<file path="src/rtl/holosynth_pkg.sv">
// Shared types for the holosynth voice allocator: event codes, voice table
// entry, FSM states and the candidate classes used while scanning voices.
package holosynth_pkg;

  localparam logic [1:0] EV_NOTE_OFF = 2'b00;
  localparam logic [1:0] EV_NOTE_ON  = 2'b01;
  localparam logic [1:0] EV_SUSTAIN  = 2'b10;
  localparam logic [1:0] EV_ALL_OFF  = 2'b11;

  // Stamps are stored at this width; the allocator uses the low STAMP_W bits.
  localparam int STAMP_MAX_W = 16;

  typedef struct packed {
    logic [3:0]             chan;
    logic [6:0]             note;
    logic [STAMP_MAX_W-1:0] stamp;
  } voice_entry_t;

  typedef struct packed {
    logic [3:0] chan;
    logic [6:0] note;
    logic [6:0] vel;
  } note_ev_t;

  typedef enum logic [1:0] {ST_IDLE, ST_SCAN, ST_COMMIT} state_t;

  // Decoded operation; note-on with velocity 0 is folded into OP_OFF.
  typedef enum logic [2:0] {OP_ON, OP_OFF, OP_SUS, OP_ALL, OP_DROP} op_t;

  // Higher value wins; ages only break ties inside REL and BUSY.
  typedef enum logic [1:0] {
    CLS_BUSY   = 2'd0,
    CLS_REL    = 2'd1,
    CLS_FREE   = 2'd2,
    CLS_RETRIG = 2'd3
  } cand_cls_t;

endpackage

</file>
<file path="src/rtl/holosynth_voice_alloc_if.sv">
// Event in / assignment out bus between the MIDI decoder (master) and the
// voice allocator (slave).
interface holosynth_voice_alloc_if #(
  parameter int VOICES = 32
);
  localparam int IW = (VOICES > 1) ? $clog2(VOICES) : 1;

  logic          ev_valid;
  logic          ev_ready;
  logic [1:0]    ev_type;
  logic [3:0]    ev_chan;
  logic [6:0]    ev_note;
  logic [6:0]    ev_vel;
  logic          asg_valid;
  logic [IW-1:0] asg_voice;
  logic [3:0]    asg_chan;
  logic [6:0]    asg_note;
  logic [6:0]    asg_vel;
  logic          asg_steal;
  logic          ev_drop;

  modport master (
    output ev_valid, ev_type, ev_chan, ev_note, ev_vel,
    input  ev_ready, asg_valid, asg_voice, asg_chan, asg_note, asg_vel,
           asg_steal, ev_drop
  );

  modport slave (
    input  ev_valid, ev_type, ev_chan, ev_note, ev_vel,
    output ev_ready, asg_valid, asg_voice, asg_chan, asg_note, asg_vel,
           asg_steal, ev_drop
  );

endinterface

</file>
<file path="src/rtl/holosynth_oldest_track.sv">
// Running best-candidate register for the voice scan. One candidate is offered
// per cycle; a higher class always wins, and within the aged classes (released,
// busy) a strictly older voice wins so ties stay with the lower index.
module holosynth_oldest_track
  import holosynth_pkg::*;
#(
  parameter int IW    = 5,
  parameter int AGE_W = 16
) (
  input  logic             clk,
  input  logic             rst,
  input  logic             clr,
  input  logic             upd,
  input  logic             cand_vld,
  input  logic [IW-1:0]    cand_idx,
  input  cand_cls_t        cand_cls,
  input  logic [AGE_W-1:0] cand_age,
  output logic             best_vld,
  output logic [IW-1:0]    best_idx,
  output cand_cls_t        best_cls
);

  logic             best_vld_q, best_vld_d;
  logic [IW-1:0]    best_idx_q, best_idx_d;
  cand_cls_t        best_cls_q, best_cls_d;
  logic [AGE_W-1:0] best_age_q, best_age_d;
  logic             take;

  // Decide whether the offered voice beats the current best and update it
  always_comb begin
    take = 1'b0;
    if (cand_vld) begin
      if (!best_vld_q)                 take = 1'b1;
      else if (cand_cls > best_cls_q)  take = 1'b1;
      else if (cand_cls == best_cls_q &&
               (cand_cls == CLS_REL || cand_cls == CLS_BUSY) &&
               cand_age > best_age_q)  take = 1'b1;
    end
    best_vld_d = best_vld_q;
    best_idx_d = best_idx_q;
    best_cls_d = best_cls_q;
    best_age_d = best_age_q;
    if (clr) begin
      best_vld_d = 1'b0;
    end else if (upd && take) begin
      best_vld_d = 1'b1;
      best_idx_d = cand_idx;
      best_cls_d = cand_cls;
      best_age_d = cand_age;
    end
  end

  // Best-candidate state
  always_ff @(posedge clk) begin
    if (rst) begin
      best_vld_q <= 1'b0;
      best_idx_q <= '0;
      best_cls_q <= CLS_BUSY;
      best_age_q <= '0;
    end else begin
      best_vld_q <= best_vld_d;
      best_idx_q <= best_idx_d;
      best_cls_q <= best_cls_d;
      best_age_q <= best_age_d;
    end
  end

  assign best_vld = best_vld_q;
  assign best_idx = best_idx_q;
  assign best_cls = best_cls_q;

endmodule

</file>
<file path="src/rtl/holosynth_voice_alloc.sv">
// Multitimbral voice allocator. Each accepted event walks all voices one per
// cycle (SCAN), building a match mask and a best allocation candidate, then
// applies every table change in a single COMMIT cycle.
module holosynth_voice_alloc
  import holosynth_pkg::*;
#(
  parameter int VOICES   = 32,
  parameter int CHANNELS = 16,
  parameter int STEAL_EN = 1,
  parameter int STAMP_W  = 16
) (
  input  logic                  fpga_clk,
  input  logic                  reset,
  holosynth_voice_alloc_if.slave bus,
  input  logic [VOICES-1:0]     env_idle,
  output logic [VOICES-1:0]     keys_on,
  output logic [VOICES-1:0]     voice_free
);

  localparam int IW = $clog2(VOICES);

  state_t                    state_q, state_d;
  logic                      ev_ready_q, ev_ready_d;
  note_ev_t                  ev_q, ev_d;
  op_t                       op_q, op_d;
  logic [IW-1:0]             scan_idx_q, scan_idx_d;
  logic [VOICES-1:0]         match_q, match_d;
  logic [VOICES-1:0]         idle_q, idle_d;
  logic [VOICES-1:0]         keys_on_q, keys_on_d;
  logic [VOICES-1:0]         sus_q, sus_d;
  logic [VOICES-1:0]         free_q, free_d;
  logic [CHANNELS-1:0]       pedal_q, pedal_d;
  voice_entry_t [VOICES-1:0] entry_q, entry_d;
  logic [STAMP_W-1:0]        stamp_ctr_q, stamp_ctr_d;
  logic                      asg_valid_q, asg_valid_d;
  logic [IW-1:0]             asg_voice_q, asg_voice_d;
  note_ev_t                  asg_ev_q, asg_ev_d;
  logic                      asg_steal_q, asg_steal_d;
  logic                      ev_drop_q, ev_drop_d;

  // Scan-side view of the voice under inspection
  voice_entry_t              cur_ent;
  logic                      cur_act, chan_hit, note_hit, scan_hit;
  logic [STAMP_W-1:0]        cur_age;
  logic                      cand_vld;
  cand_cls_t                 cand_cls;
  logic                      trk_clr, trk_upd, best_vld;
  logic [IW-1:0]             best_idx;
  cand_cls_t                 best_cls;

  // Classify the voice under scan for the tracker and the commit mask
  always_comb begin
    cur_ent  = entry_q[scan_idx_q];
    cur_act  = keys_on_q[scan_idx_q] | sus_q[scan_idx_q];
    chan_hit = (cur_ent.chan == ev_q.chan);
    note_hit = chan_hit && (cur_ent.note == ev_q.note);
    // Modular difference keeps the age correct across stamp counter wrap
    cur_age  = stamp_ctr_q - cur_ent.stamp[STAMP_W-1:0];
    cand_vld = 1'b0;
    cand_cls = CLS_BUSY;
    scan_hit = 1'b0;
    case (op_q)
      OP_ON: begin
        if (cur_act && note_hit) begin
          cand_vld = 1'b1;
          cand_cls = CLS_RETRIG;
        end else if (!cur_act && env_idle[scan_idx_q]) begin
          cand_vld = 1'b1;
          cand_cls = CLS_FREE;
        end else if (!cur_act) begin
          cand_vld = 1'b1;
          cand_cls = CLS_REL;
        end else begin
          cand_vld = (STEAL_EN != 0);
          cand_cls = CLS_BUSY;
        end
      end
      OP_OFF:  scan_hit = keys_on_q[scan_idx_q] && note_hit;
      OP_SUS:  scan_hit = sus_q[scan_idx_q] && chan_hit;
      OP_ALL:  scan_hit = chan_hit;
      default: scan_hit = 1'b0;
    endcase
  end

  assign trk_upd = (state_q == ST_SCAN);

  holosynth_oldest_track #(
    .IW    (IW),
    .AGE_W (STAMP_W)
  ) u_track (
    .clk      (fpga_clk),
    .rst      (reset),
    .clr      (trk_clr),
    .upd      (trk_upd),
    .cand_vld (cand_vld),
    .cand_idx (scan_idx_q),
    .cand_cls (cand_cls),
    .cand_age (cur_age),
    .best_vld (best_vld),
    .best_idx (best_idx),
    .best_cls (best_cls)
  );

  // FSM next state: accept in IDLE, walk voices in SCAN, apply in COMMIT
  always_comb begin
    state_d     = state_q;
    ev_ready_d  = ev_ready_q;
    ev_d        = ev_q;
    op_d        = op_q;
    scan_idx_d  = scan_idx_q;
    match_d     = match_q;
    idle_d      = idle_q;
    keys_on_d   = keys_on_q;
    sus_d       = sus_q;
    free_d      = free_q;
    pedal_d     = pedal_q;
    entry_d     = entry_q;
    stamp_ctr_d = stamp_ctr_q;
    asg_valid_d = 1'b0;
    asg_voice_d = '0;
    asg_ev_d    = '0;
    asg_steal_d = 1'b0;
    ev_drop_d   = 1'b0;
    trk_clr     = 1'b0;
    case (state_q)
      ST_IDLE: begin
        if (bus.ev_valid && ev_ready_q) begin
          ev_d = '{chan: bus.ev_chan, note: bus.ev_note, vel: bus.ev_vel};
          if (int'(bus.ev_chan) >= CHANNELS) begin
            op_d = OP_DROP;
          end else begin
            case (bus.ev_type)
              EV_NOTE_ON:  op_d = (bus.ev_vel == 7'd0) ? OP_OFF : OP_ON;
              EV_NOTE_OFF: op_d = OP_OFF;
              EV_SUSTAIN:  op_d = OP_SUS;
              default:     op_d = OP_ALL;
            endcase
          end
          state_d    = ST_SCAN;
          ev_ready_d = 1'b0;
          scan_idx_d = '0;
          match_d    = '0;
          idle_d     = '0;
          trk_clr    = 1'b1;
        end
      end
      ST_SCAN: begin
        match_d[scan_idx_q] = scan_hit;
        idle_d[scan_idx_q]  = env_idle[scan_idx_q];
        if (scan_idx_q == IW'(VOICES - 1)) state_d = ST_COMMIT;
        else                               scan_idx_d = scan_idx_q + IW'(1);
      end
      ST_COMMIT: begin
        state_d    = ST_IDLE;
        ev_ready_d = 1'b1;
        case (op_q)
          OP_ON: begin
            if (best_vld) begin
              keys_on_d[best_idx] = 1'b1;
              sus_d[best_idx]     = 1'b0;
              entry_d[best_idx]   = '{chan:  ev_q.chan,
                                      note:  ev_q.note,
                                      stamp: STAMP_MAX_W'(stamp_ctr_q)};
              stamp_ctr_d         = stamp_ctr_q + STAMP_W'(1);
              asg_valid_d         = 1'b1;
              asg_voice_d         = best_idx;
              asg_ev_d            = ev_q;
              asg_steal_d         = (best_cls == CLS_BUSY);
            end else begin
              ev_drop_d = 1'b1;
            end
          end
          OP_OFF: begin
            keys_on_d = keys_on_q & ~match_q;
            if (pedal_q[ev_q.chan]) sus_d = sus_q | match_q;
          end
          OP_SUS: begin
            if (ev_q.vel[6]) begin
              pedal_d[ev_q.chan] = 1'b1;
            end else begin
              pedal_d[ev_q.chan] = 1'b0;
              sus_d              = sus_q & ~match_q;
            end
          end
          OP_ALL: begin
            keys_on_d = keys_on_q & ~match_q;
            sus_d     = sus_q & ~match_q;
          end
          default: ev_drop_d = 1'b1;
        endcase
        // A dropped event leaves every table, including voice_free, untouched
        if (!ev_drop_d) free_d = ~keys_on_d & ~sus_d & idle_q;
      end
      default: state_d = ST_IDLE;
    endcase
  end

  // All allocator state; reset aborts any event in flight
  always_ff @(posedge fpga_clk) begin
    if (reset) begin
      state_q     <= ST_IDLE;
      ev_ready_q  <= 1'b1;
      ev_q        <= '0;
      op_q        <= OP_ON;
      scan_idx_q  <= '0;
      match_q     <= '0;
      idle_q      <= '0;
      keys_on_q   <= '0;
      sus_q       <= '0;
      free_q      <= env_idle;
      pedal_q     <= '0;
      entry_q     <= '0;
      stamp_ctr_q <= '0;
      asg_valid_q <= 1'b0;
      asg_voice_q <= '0;
      asg_ev_q    <= '0;
      asg_steal_q <= 1'b0;
      ev_drop_q   <= 1'b0;
    end else begin
      state_q     <= state_d;
      ev_ready_q  <= ev_ready_d;
      ev_q        <= ev_d;
      op_q        <= op_d;
      scan_idx_q  <= scan_idx_d;
      match_q     <= match_d;
      idle_q      <= idle_d;
      keys_on_q   <= keys_on_d;
      sus_q       <= sus_d;
      free_q      <= free_d;
      pedal_q     <= pedal_d;
      entry_q     <= entry_d;
      stamp_ctr_q <= stamp_ctr_d;
      asg_valid_q <= asg_valid_d;
      asg_voice_q <= asg_voice_d;
      asg_ev_q    <= asg_ev_d;
      asg_steal_q <= asg_steal_d;
      ev_drop_q   <= ev_drop_d;
    end
  end

  assign bus.ev_ready  = ev_ready_q;
  assign bus.asg_valid = asg_valid_q;
  assign bus.asg_voice = asg_voice_q;
  assign bus.asg_chan  = asg_ev_q.chan;
  assign bus.asg_note  = asg_ev_q.note;
  assign bus.asg_vel   = asg_ev_q.vel;
  assign bus.asg_steal = asg_steal_q;
  assign bus.ev_drop   = ev_drop_q;
  assign keys_on       = keys_on_q;
  assign voice_free    = free_q;

endmodule
</file>
<file path="src/flat_wrapper.sv">
// flat-port wrapper written by rule: the top's interface ports become plain ports
module holosynth_voice_alloc_flat import holosynth_pkg::*;
#(
  parameter int VOICES   = 32,
  parameter int CHANNELS = 16,
  parameter int STEAL_EN = 1,
  parameter int STAMP_W  = 16
)
  (fpga_clk, reset, env_idle, keys_on, voice_free, bus_ev_valid, bus_ev_type, bus_ev_chan, bus_ev_note, bus_ev_vel, bus_ev_ready, bus_asg_valid, bus_asg_voice, bus_asg_chan, bus_asg_note, bus_asg_vel, bus_asg_steal, bus_ev_drop);
  holosynth_voice_alloc_if #(.VOICES(VOICES)) bus_i ();
  input  logic fpga_clk;
  input  logic reset;
  input  logic [VOICES-1:0] env_idle;
  output logic [VOICES-1:0] keys_on;
  output logic [VOICES-1:0] voice_free;
  input wire logic [$bits(bus_i.ev_valid)-1:0] bus_ev_valid;
  input wire logic [$bits(bus_i.ev_type)-1:0] bus_ev_type;
  input wire logic [$bits(bus_i.ev_chan)-1:0] bus_ev_chan;
  input wire logic [$bits(bus_i.ev_note)-1:0] bus_ev_note;
  input wire logic [$bits(bus_i.ev_vel)-1:0] bus_ev_vel;
  output wire logic [$bits(bus_i.ev_ready)-1:0] bus_ev_ready;
  output wire logic [$bits(bus_i.asg_valid)-1:0] bus_asg_valid;
  output wire logic [$bits(bus_i.asg_voice)-1:0] bus_asg_voice;
  output wire logic [$bits(bus_i.asg_chan)-1:0] bus_asg_chan;
  output wire logic [$bits(bus_i.asg_note)-1:0] bus_asg_note;
  output wire logic [$bits(bus_i.asg_vel)-1:0] bus_asg_vel;
  output wire logic [$bits(bus_i.asg_steal)-1:0] bus_asg_steal;
  output wire logic [$bits(bus_i.ev_drop)-1:0] bus_ev_drop;
  assign bus_i.ev_valid = bus_ev_valid;
  assign bus_i.ev_type = bus_ev_type;
  assign bus_i.ev_chan = bus_ev_chan;
  assign bus_i.ev_note = bus_ev_note;
  assign bus_i.ev_vel = bus_ev_vel;
  assign bus_ev_ready = bus_i.ev_ready;
  assign bus_asg_valid = bus_i.asg_valid;
  assign bus_asg_voice = bus_i.asg_voice;
  assign bus_asg_chan = bus_i.asg_chan;
  assign bus_asg_note = bus_i.asg_note;
  assign bus_asg_vel = bus_i.asg_vel;
  assign bus_asg_steal = bus_i.asg_steal;
  assign bus_ev_drop = bus_i.ev_drop;
  holosynth_voice_alloc #(.VOICES(VOICES), .CHANNELS(CHANNELS), .STEAL_EN(STEAL_EN), .STAMP_W(STAMP_W)) u_core (.fpga_clk(fpga_clk), .reset(reset), .bus(bus_i), .env_idle(env_idle), .keys_on(keys_on), .voice_free(voice_free));
endmodule
</file>
<file path="config.mk">
export PLATFORM = sky130hd
export DESIGN_NAME = holosynth_voice_alloc_flat
export DESIGN_NICKNAME = d
export VERILOG_FILES = /design/src/rtl/holosynth_pkg.sv /design/src/rtl/holosynth_voice_alloc_if.sv /design/src/rtl/holosynth_oldest_track.sv /design/src/rtl/holosynth_voice_alloc.sv /design/src/flat_wrapper.sv
export SDC_FILE = /design/constraint.sdc
export NUM_CORES = 2
export LEC_CHECK = 0
export CORE_MARGIN = 4
export CORE_UTILIZATION = 40
export CTS_CLUSTER_SIZE = 10
export DETAILED_ROUTE_END_ITERATION = 10
export SLEW_MARGIN = 20
export SYNTH_ARGS = -nofsm -noshare
export SYNTH_HDL_FRONTEND = slang
export SYNTH_SLANG_ARGS = --single-unit
</file>
<file path="constraint.sdc">
create_clock -name fpga_clk -period 9.2 [get_ports fpga_clk]
set_input_delay 1.84 -clock fpga_clk [delete_from_list [all_inputs] [get_ports fpga_clk]]
set_output_delay 1.84 -clock fpga_clk [all_outputs]
set_load 0.03 [all_outputs]
</file>
== Word-level counts from Yosys, hierarchy flattened ==
Index checks and enable logic that the tools add are counted.

* Multipliers: 0
* Bitwise operators: 19
* Order comparisons: 8
* Reductions and logical operators: 38
* Equality and inequality tests: 16
* Shift operators: 0
* Div/mod/pow operators: 0
* Add/sub/neg operators: 3
* Mux-type cells: 62

{| class="wikitable"
|+ Operators by type and width
! operator !! number
|-
| bitwise mux 864 bit || 1
|-
| 2-to-1 mux 32 bit || 10
|-
| case mux 32 bit (2 select lines) || 3
|-
| AND 32 bit || 5
|-
| binary-select mux 27 bit (select 5 bit) || 1
|-
| demux 27 bit (select 5 bit) || 1
|-
| inverter 32 bit || 4
|-
| case mux 32 bit (4 select lines) || 1
|-
| bitwise mux 32 bit || 2
|-
| OR 32 bit || 2
|-
| 2-to-1 mux 27 bit || 2
|-
| 2-to-1 mux 1 bit || 20
|-
| adder 16 x 1 -> 16 bit, second input constant || 1
|-
| AND 16 bit || 1
|-
| greater-than comparator 16 bit || 1
|-
| 2-to-1 mux 16 bit || 1
|-
| inverter 16 bit || 1
|-
| OR 16 bit || 1
|-
| subtractor 16 bit || 1
|-
| binary-select mux 1 bit (select 5 bit) || 3
|-
| AND reduction 2 bit || 7
|-
| logical AND 1 bit || 12
|-
| < comparator 5 x 6 -> 1 bit, second input constant || 2
|-
| demux 1 bit (select 5 bit) || 2
|-
| 36 further kinds || 61
|}

* Logic and storage cells: 267
* Register bits after elaboration: 1135
* Bits in writable memories: 0
* Memories: 0
* ROM bits: 0
* Latch bits: 0

== Depth between registers and ports, before layout ==
* Depth after elaboration: 18
* Gate-level depth with buffers: 31
* Gate-level depth less buffers: 24

== Modules after synthesis ==
A second synthesis with hierarchy kept.

* Cell total of the unflattened synthesis: 6197
* Area, all modules: 50781.2 sq um

{| class="wikitable"
|+ By module, submodules not included
! module !! instances !! area each (sq um) !! seq. area each (sq um) !! cells each
|-
| holosynth_voice_alloc || 1 || 49232.2 || 22541.6 || 6026
|-
| holosynth_oldest_track || 1 || 1549.0 || 480.5 || 171
|}

== Least setup slack after synthesis ==
No wires, ideal clock.

* Path type: register to register
* Start point: register u_core.scan_idx_q[0]
* End point: register u_core.u_track.best_age_q[13]
* Path buffers: 7
* Slack: 2.777 ns
* Cell stages (with the launch flop): 27
* Library setup time: 0.070 ns
* Arrival: 6.353 ns
* Cells stage by stage: dfxtp_1 -> buf_6 -> buf_8 -> buf_6 -> buf_2 -> buf_1 -> buf_2 -> mux4_2 -> a221oi_1 -> and3_1 -> ha_1 -> nor2b_1 -> o31a_1 -> o211ai_1 -> a31oi_1 -> a211o_1 -> a21oi_1 -> xor2_1 -> ha_1 -> nand4_1 -> or2_2 -> a221oi_1 -> nor4_1 -> a211o_1 -> buf_2 -> or3b_2 -> a21oi_1

* Elaborated cells on any way between the ends: 34
* Classes of those cells: add/sub: 1; order compare: 2; eq/ne: 4; mux: 16; bitwise: 1; reduce/logical: 10

{| class="wikitable"
|+ RTL lines
! element !! line !! RTL
|-
| from (decl) || holosynth_voice_alloc.sv:26 || <nowiki>logic [IW-1:0] scan_idx_q, scan_idx_d;</nowiki>
|-
| from (signal assigned) || holosynth_voice_alloc.sv:224 || <nowiki>scan_idx_q <= scan_idx_d;</nowiki>
|-
| binary-select mux 27 bit (select 5 bit) || holosynth_voice_alloc.sv:53 || <nowiki>cur_ent = entry_q[scan_idx_q];</nowiki>
|-
| 2-to-1 mux 27 bit (not written as such) || holosynth_voice_alloc.sv:53 ||
|-
| subtractor 16 bit || holosynth_voice_alloc.sv:58 || <nowiki>cur_age = stamp_ctr_q - cur_ent.stamp[STAMP_W-1:0];</nowiki>
|-
| named net u_core.cur_age[15] || holosynth_voice_alloc.sv:44 || <nowiki>logic [STAMP_W-1:0] cur_age;</nowiki>
|-
| greater-than comparator 16 bit || holosynth_oldest_track.sv:37 || <nowiki>cand_age > best_age_q) take = 1'b1;</nowiki>
|-
| logical AND 1 bit || holosynth_oldest_track.sv:36 || <nowiki>(cand_cls == CLS_REL || cand_cls == CLS_BUSY) &&</nowiki>
|-
| 2-to-1 mux 1 bit || holosynth_oldest_track.sv:35 || <nowiki>else if (cand_cls == best_cls_q &&</nowiki>
|-
| 2-to-1 mux 1 bit || holosynth_oldest_track.sv:34 || <nowiki>else if (cand_cls > best_cls_q) take = 1'b1;</nowiki>
|-
| 2-to-1 mux 1 bit || holosynth_oldest_track.sv:33 || <nowiki>if (!best_vld_q) take = 1'b1;</nowiki>
|-
| 2-to-1 mux 1 bit || holosynth_oldest_track.sv:32 || <nowiki>if (cand_vld) begin</nowiki>
|-
| logical AND 1 bit || holosynth_oldest_track.sv:45 || <nowiki>end else if (upd && take) begin</nowiki>
|-
| AND reduction 2 bit (no source line) || -- ||
|-
| to (signal assigned) || holosynth_oldest_track.sv:64 || <nowiki>best_age_q <= best_age_d;</nowiki>
|-
| to (decl) || holosynth_oldest_track.sv:26 || <nowiki>logic [AGE_W-1:0] best_age_q, best_age_d;</nowiki>
|}

The timed path passes the listed nets, and every way through them passes these cells. The select of a mux whose other input is x is not followed.
A chain may end at the register's enable or synchronous reset.

== Final worst setup path ==
* Start point: register u_core.scan_idx_q[1]
* End point: register u_core.u_track.best_cls_q[0], in the netlist u_core.u_track.best_cls[0]

* Longest elaborated chain between the ends: 18
* Elaborated cells on any way between the ends: 34
* Classes of those cells: add/sub: 1; order compare: 2; eq/ne: 4; mux: 16; bitwise: 1; reduce/logical: 10

{| class="wikitable"
|+ Ends and longest elaborated chain
! element !! line !! RTL
|-
| binary-select mux 1 bit (select 5 bit) || holosynth_voice_alloc.sv:54 || <nowiki>cur_act = keys_on_q[scan_idx_q] | sus_q[scan_idx_q];</nowiki>
|-
| 2-to-1 mux 1 bit (not written as such) || holosynth_voice_alloc.sv:54 ||
|-
| OR 1 bit || holosynth_voice_alloc.sv:54 ||
|-
| zero test 1 bit || holosynth_voice_alloc.sv:67 || <nowiki>end else if (!cur_act && env_idle[scan_idx_q]) begin</nowiki>
|-
| logical AND 1 bit || holosynth_voice_alloc.sv:67 ||
|-
| 2-to-1 mux 2 bit || holosynth_voice_alloc.sv:67 ||
|-
| 2-to-1 mux 2 bit (*) || holosynth_voice_alloc.sv:64 || <nowiki>if (cur_act && note_hit) begin</nowiki>
|-
| 2-to-1 mux 2 bit (*) || holosynth_voice_alloc.sv:62 || <nowiki>case (op_q)</nowiki>
|-
| named net u_core.cand_cls[1] || holosynth_voice_alloc.sv:46 || <nowiki>cand_cls_t cand_cls;</nowiki>
|-
| [... 2 more ...] || -- ||
|-
| logical AND 1 bit || holosynth_oldest_track.sv:35 ||
|-
| logical AND 1 bit || holosynth_oldest_track.sv:36 ||
|-
| 2-to-1 mux 1 bit || holosynth_oldest_track.sv:35 ||
|-
| 2-to-1 mux 1 bit (*) || holosynth_oldest_track.sv:34 ||
|-
| 2-to-1 mux 1 bit (*) || holosynth_oldest_track.sv:33 ||
|-
| 2-to-1 mux 1 bit (*) || holosynth_oldest_track.sv:32 ||
|-
| logical AND 1 bit (*) || holosynth_oldest_track.sv:45 ||
|-
| AND reduction 2 bit (no source line) (*) || -- ||
|-
| to (signal assigned) || holosynth_oldest_track.sv:63 || <nowiki>best_cls_q <= best_cls_d;</nowiki>
|-
| to (decl) || holosynth_oldest_track.sv:25 || <nowiki>cand_cls_t best_cls_q, best_cls_d;</nowiki>
|}

The timed path passes the listed nets; every way through them passes the cells marked *. The select of a mux whose other input is x is not followed.

==> key figures <==
Place
  • Post-DP HPWL: 110 mm
  • IO buf count: 145
  • Gpl congestion: 0.897
  • Dpl cell area: 52,500 um^2
  • Total placed cells including tap cells: 7,395

Setup path
  • FF-to-FF path depth: 16
  • WP data arrival: 7.40 ns
  • Crit path max-delay family: compound AO/OA/AOI/OAI gates
  • R2R Path End: u_core.u_track.best_cls[0]
  • Critical R2R Launch: u_core.scan_idx_q[1]
  • Kind of critical path: register to register
  • Crit-path slowest cell: dfxtp_4
  • Crit path cell chain: buf_12, buf_4, mux2i_1, o22ai_1, nor4_1, a21oi_1, nor4_4, nand4_2, o32ai_1, ha_1, and2_1, o21ai_0, o21ai_0, a211o_2, or2_2, a211oi_2
  • CP max FO: 51
  • Reg-to-reg slack, setup: 2.46 ns
  • Crit path capture type: register
  • Worst EP required: 9.86 ns
  • Startpoint class of the critical path: register
  • Buf/Inv on CP: 2
  • Crit-path most repeated cell: o21ai_0
  • CP peak stage delay: 0.86 ns

Timing
  • Fin Clk Skew: 0.0287 ns
  • Achievable Freq: 148 MHz
  • Min Hold Slack: 0.450 ns
  • Final setup fails: 0
  • RSZ-0062 raised after global routing: false
  • Final hold vios: 0
  • Worst slew margin: 0.166
  • Worst slew pin tran: 1.25 ns
  • Final period utilization: 0.733
  • Fin crit period: 6.74 ns
  • Setup TNS: 0 ns
  • Max-slew violation count: 0

Die
  • Starting Density: 0.404
  • CORE AREA: 124,000 um^2
  • Row count: 129
  • Die Span X: 362 um
  • Io pins: 146
  • DIE HEIGHT: 362 um
  • Die area: 131,000 um^2

Clock network
  • Clk_lat worst skew: 0.76 ns
  • Post-CTS sizing: 0
  • # Post-CTS Setup Buffers: 0
  • CTS Buf Count: 133
  • Clk buf depth: 3
  • H-tree levels: 4
  • Clock-pin slew on the worst setup and hold paths: 0.06 ns
  • Root buf cell: clkbuf_16
  • Hold buffers post-CTS: 0
  • CTS tree: built
  • Clock sink total: 1,134

Synth
  • Ys Warns: 0
  • Syn Nets: 6,151
  • Distinct cell type count after synthesis: 80
  • Dominant synthesized flop cell: dfxtp_1
  • Ys async rst share: 0
  • Register area share after synthesis: 0.460
  • Post-synth EDFFs: 32
  • Syn_area_per_cell: 8.26 um^2
  • Mapped Area: 50,000 um^2
  • Mapped Cells: 6,056
  • Synth Register Bits: 1,134

GRT
  • Total GRT Usage: 0.268
  • Global route overflow: 0
  • First-pass GRT wire length: 269 mm
  • Largest net degree at the start of global routing: 187
  • Initial antenna violation count: 4
  • Vias in the first global route: 41,400

Routing
  • Antenna Nets Post-Route: 0
  • First-pass detailed-route iteration total: 8
  • DRC violations left: 0
  • Detailed Route Iter0 Violations: 5,446
  • Via count: 44,400
  • Vias/cell: 5.86
  • Post-Route WL: 181 mm
  • WL/cell: 24.0 um

Final layout
  • Final-stage net count: 5,990
  • Area grow syn2layout: 12.4%
  • Final Cell Area: 56,200 um^2
  • Non-Filler Instances: 7,570
  • # fillers: 12,000
  • Ratio of cells with drive above 1 in the final layout: 0.0917

Min path
  • Worst hold path class: register to register
  • Hold Startpoint: u_core.ev_q[5]
  • Hold depth: 2
  • Hold EP: u_core.ev_q[5]

Pwr
  • Worst VDD drop: 0.000185 V
  • Power Density: 181 nW/um^2
  • Leak pwr: 0.0169 uW

Flow run
  • Maxcap violations: 0

Status
  • Run status: complete, no violations
## synth_stat cells, types with 33 or more instances
| cell type | number | area, um^2 |
|---|---|---|
| nand3_1 | 164 | 821 |
| a211oi_1 | 52 | 390 |
| nor2_1 | 150 | 563 |
| buf_2 | 33 | 165 |
| o22ai_1 | 88 | 551 |
| nand2_1 | 2005 | 7530 |
| ha_1 | 39 | 488 |
| o21ai_0 | 62 | 310 |
| clkbuf_1 | 466 | 1750 |
| a21oi_1 | 1002 | 5010 |
| dfxtp_1 | 1102 | 22100 |
| mux2i_1 | 167 | 1670 |
| a22oi_1 | 65 | 488 |
| mux4_2 | 165 | 3720 |
## through the flow
stage	power (uW)	setup WS, ns	util
after floorplan	5390	2.78	-
after global placement	5540	2.27	0.423
after detailed placement	5540	2.22	0.423
after CTS	10200	2.19	0.453
after global routing	10500	2.13	0.454
final	10200	2.46	0.454
## metal layers
| layer | track usage | vias up | routed length [um] |
|---|---|---|---|
| li1 | - | 20300 | - |
| met1 | 0.360 | 21500 | 74600 |
| met2 | 0.422 | 2198 | 81700 |
| met3 | 0.0519 | 403 | 17200 |
| met4 | 0.114 | 0 | 7770 |
| met5 | 0 | - | 0 |
## tightest hold or removal path, cell delays in order (launching register included)
cell     delay (ns)
dfxtp_1        0.30
nand2_1        0.05
a21oi_1        0.05
## how the worst max path moves through the flow
stage                    startpoint                       endpoint  slack, ns  cells after the start
2_1_floorplan  u_core.scan_idx_q[0]  u_core.u_track.best_age_q[13]       2.78                     26
3_3_place_gp   u_core.scan_idx_q[0]     u_core.u_track.best_cls[1]       2.27                     21
3_5_place_dp   u_core.scan_idx_q[0]   u_core.u_track.best_age_q[2]       2.22                     21
4_1_cts        u_core.scan_idx_q[0]     u_core.u_track.best_cls[0]       2.19                     21
5_1_grt        u_core.scan_idx_q[0]     u_core.u_track.best_cls[1]       2.13                     21
6_report       u_core.scan_idx_q[1]     u_core.u_track.best_cls[0]       2.46                     16
## area by class of cell
class | count | area [um^2] | share of cell area
sequential | 1134 | 23000 | 0.410
clock inverter | 12 | 128 | 0.00227
timing repair buffer | 254 | 2410 | 0.0428
tap | 1637 | 2050 | 0.0364
antenna | 1 | 2.50 | 0.0000445
clock buffer | 160 | 3580 | 0.0636
inverter | 26 | 97.6 | 0.00174
multi-input combinational | 4346 | 24900 | 0.443
## state kept, by name (all words and copies together), names as in the netlist, 4 cells and up, named ones only
name                       count
u_core.scan_idx_q              5
u_core.bus.asg_voice           5
u_core.idle_q                 32
u_core.voice_free             32
u_core.stamp_ctr_q            16
u_core.keys_on                32
u_core.sus_q                  32
u_core.ev_q                   18
u_core.match_q                32
u_core.entry_q               864
u_core.bus.asg_note            7
u_core.u_track.best_age_q     16
u_core.bus.asg_chan            4
u_core.bus.asg_vel             7
u_core.u_track.best_idx        5
## kinds of logic (layout without fill, tap and decap cells)
| kind of cell | Yosys count | in the layout | share of synthesized area |
|---|---|---|---|
| AO/OA/AOI/OAI | 1398 | 1398 | 0.156 |
| XOR/XNOR | 33 | 33 | 0.00578 |
| adder cells (fa/ha/maj) | 40 | 40 | 0.0102 |
| buffers and inverters | 576 | 452 | 0.0483 |
| flip-flops | 1134 | 1134 | 0.460 |
| multiplexers | 332 | 332 | 0.108 |
| other | 0 | 1 | 0 |
| AND/OR/NAND/NOR | 2543 | 2543 | 0.212 |
## report_power, final
part / switching (uW) / internal [uW]
Clock: 2040 / 2720
Sequential: 23.9 / 4950
Combinational: 317 / 141
Total: 2380 / 7810
## layout by cell type (no fill, tap or decap), drive strengths merged, types with 13 or more instances in the layout
master	n
clkdlybuf4s50	144
ha	39
and3	33
a22oi	66
o21ai	80
clkbuf	160
nand3	164
a211oi	56
and2	33
inv	30
nor2	150
buf	110
mux4	165
a221oi	15
xor2	19
nor3	20
a21oi	1002
dfxtp	1102
edfxtp	32
nand2	2005
mux2i	167
a22o	14
nor4	29
o22ai	88
nor2b	13
or3b	21
a32oi	32
xnor2	14
(Power assumes the default switching activity.)
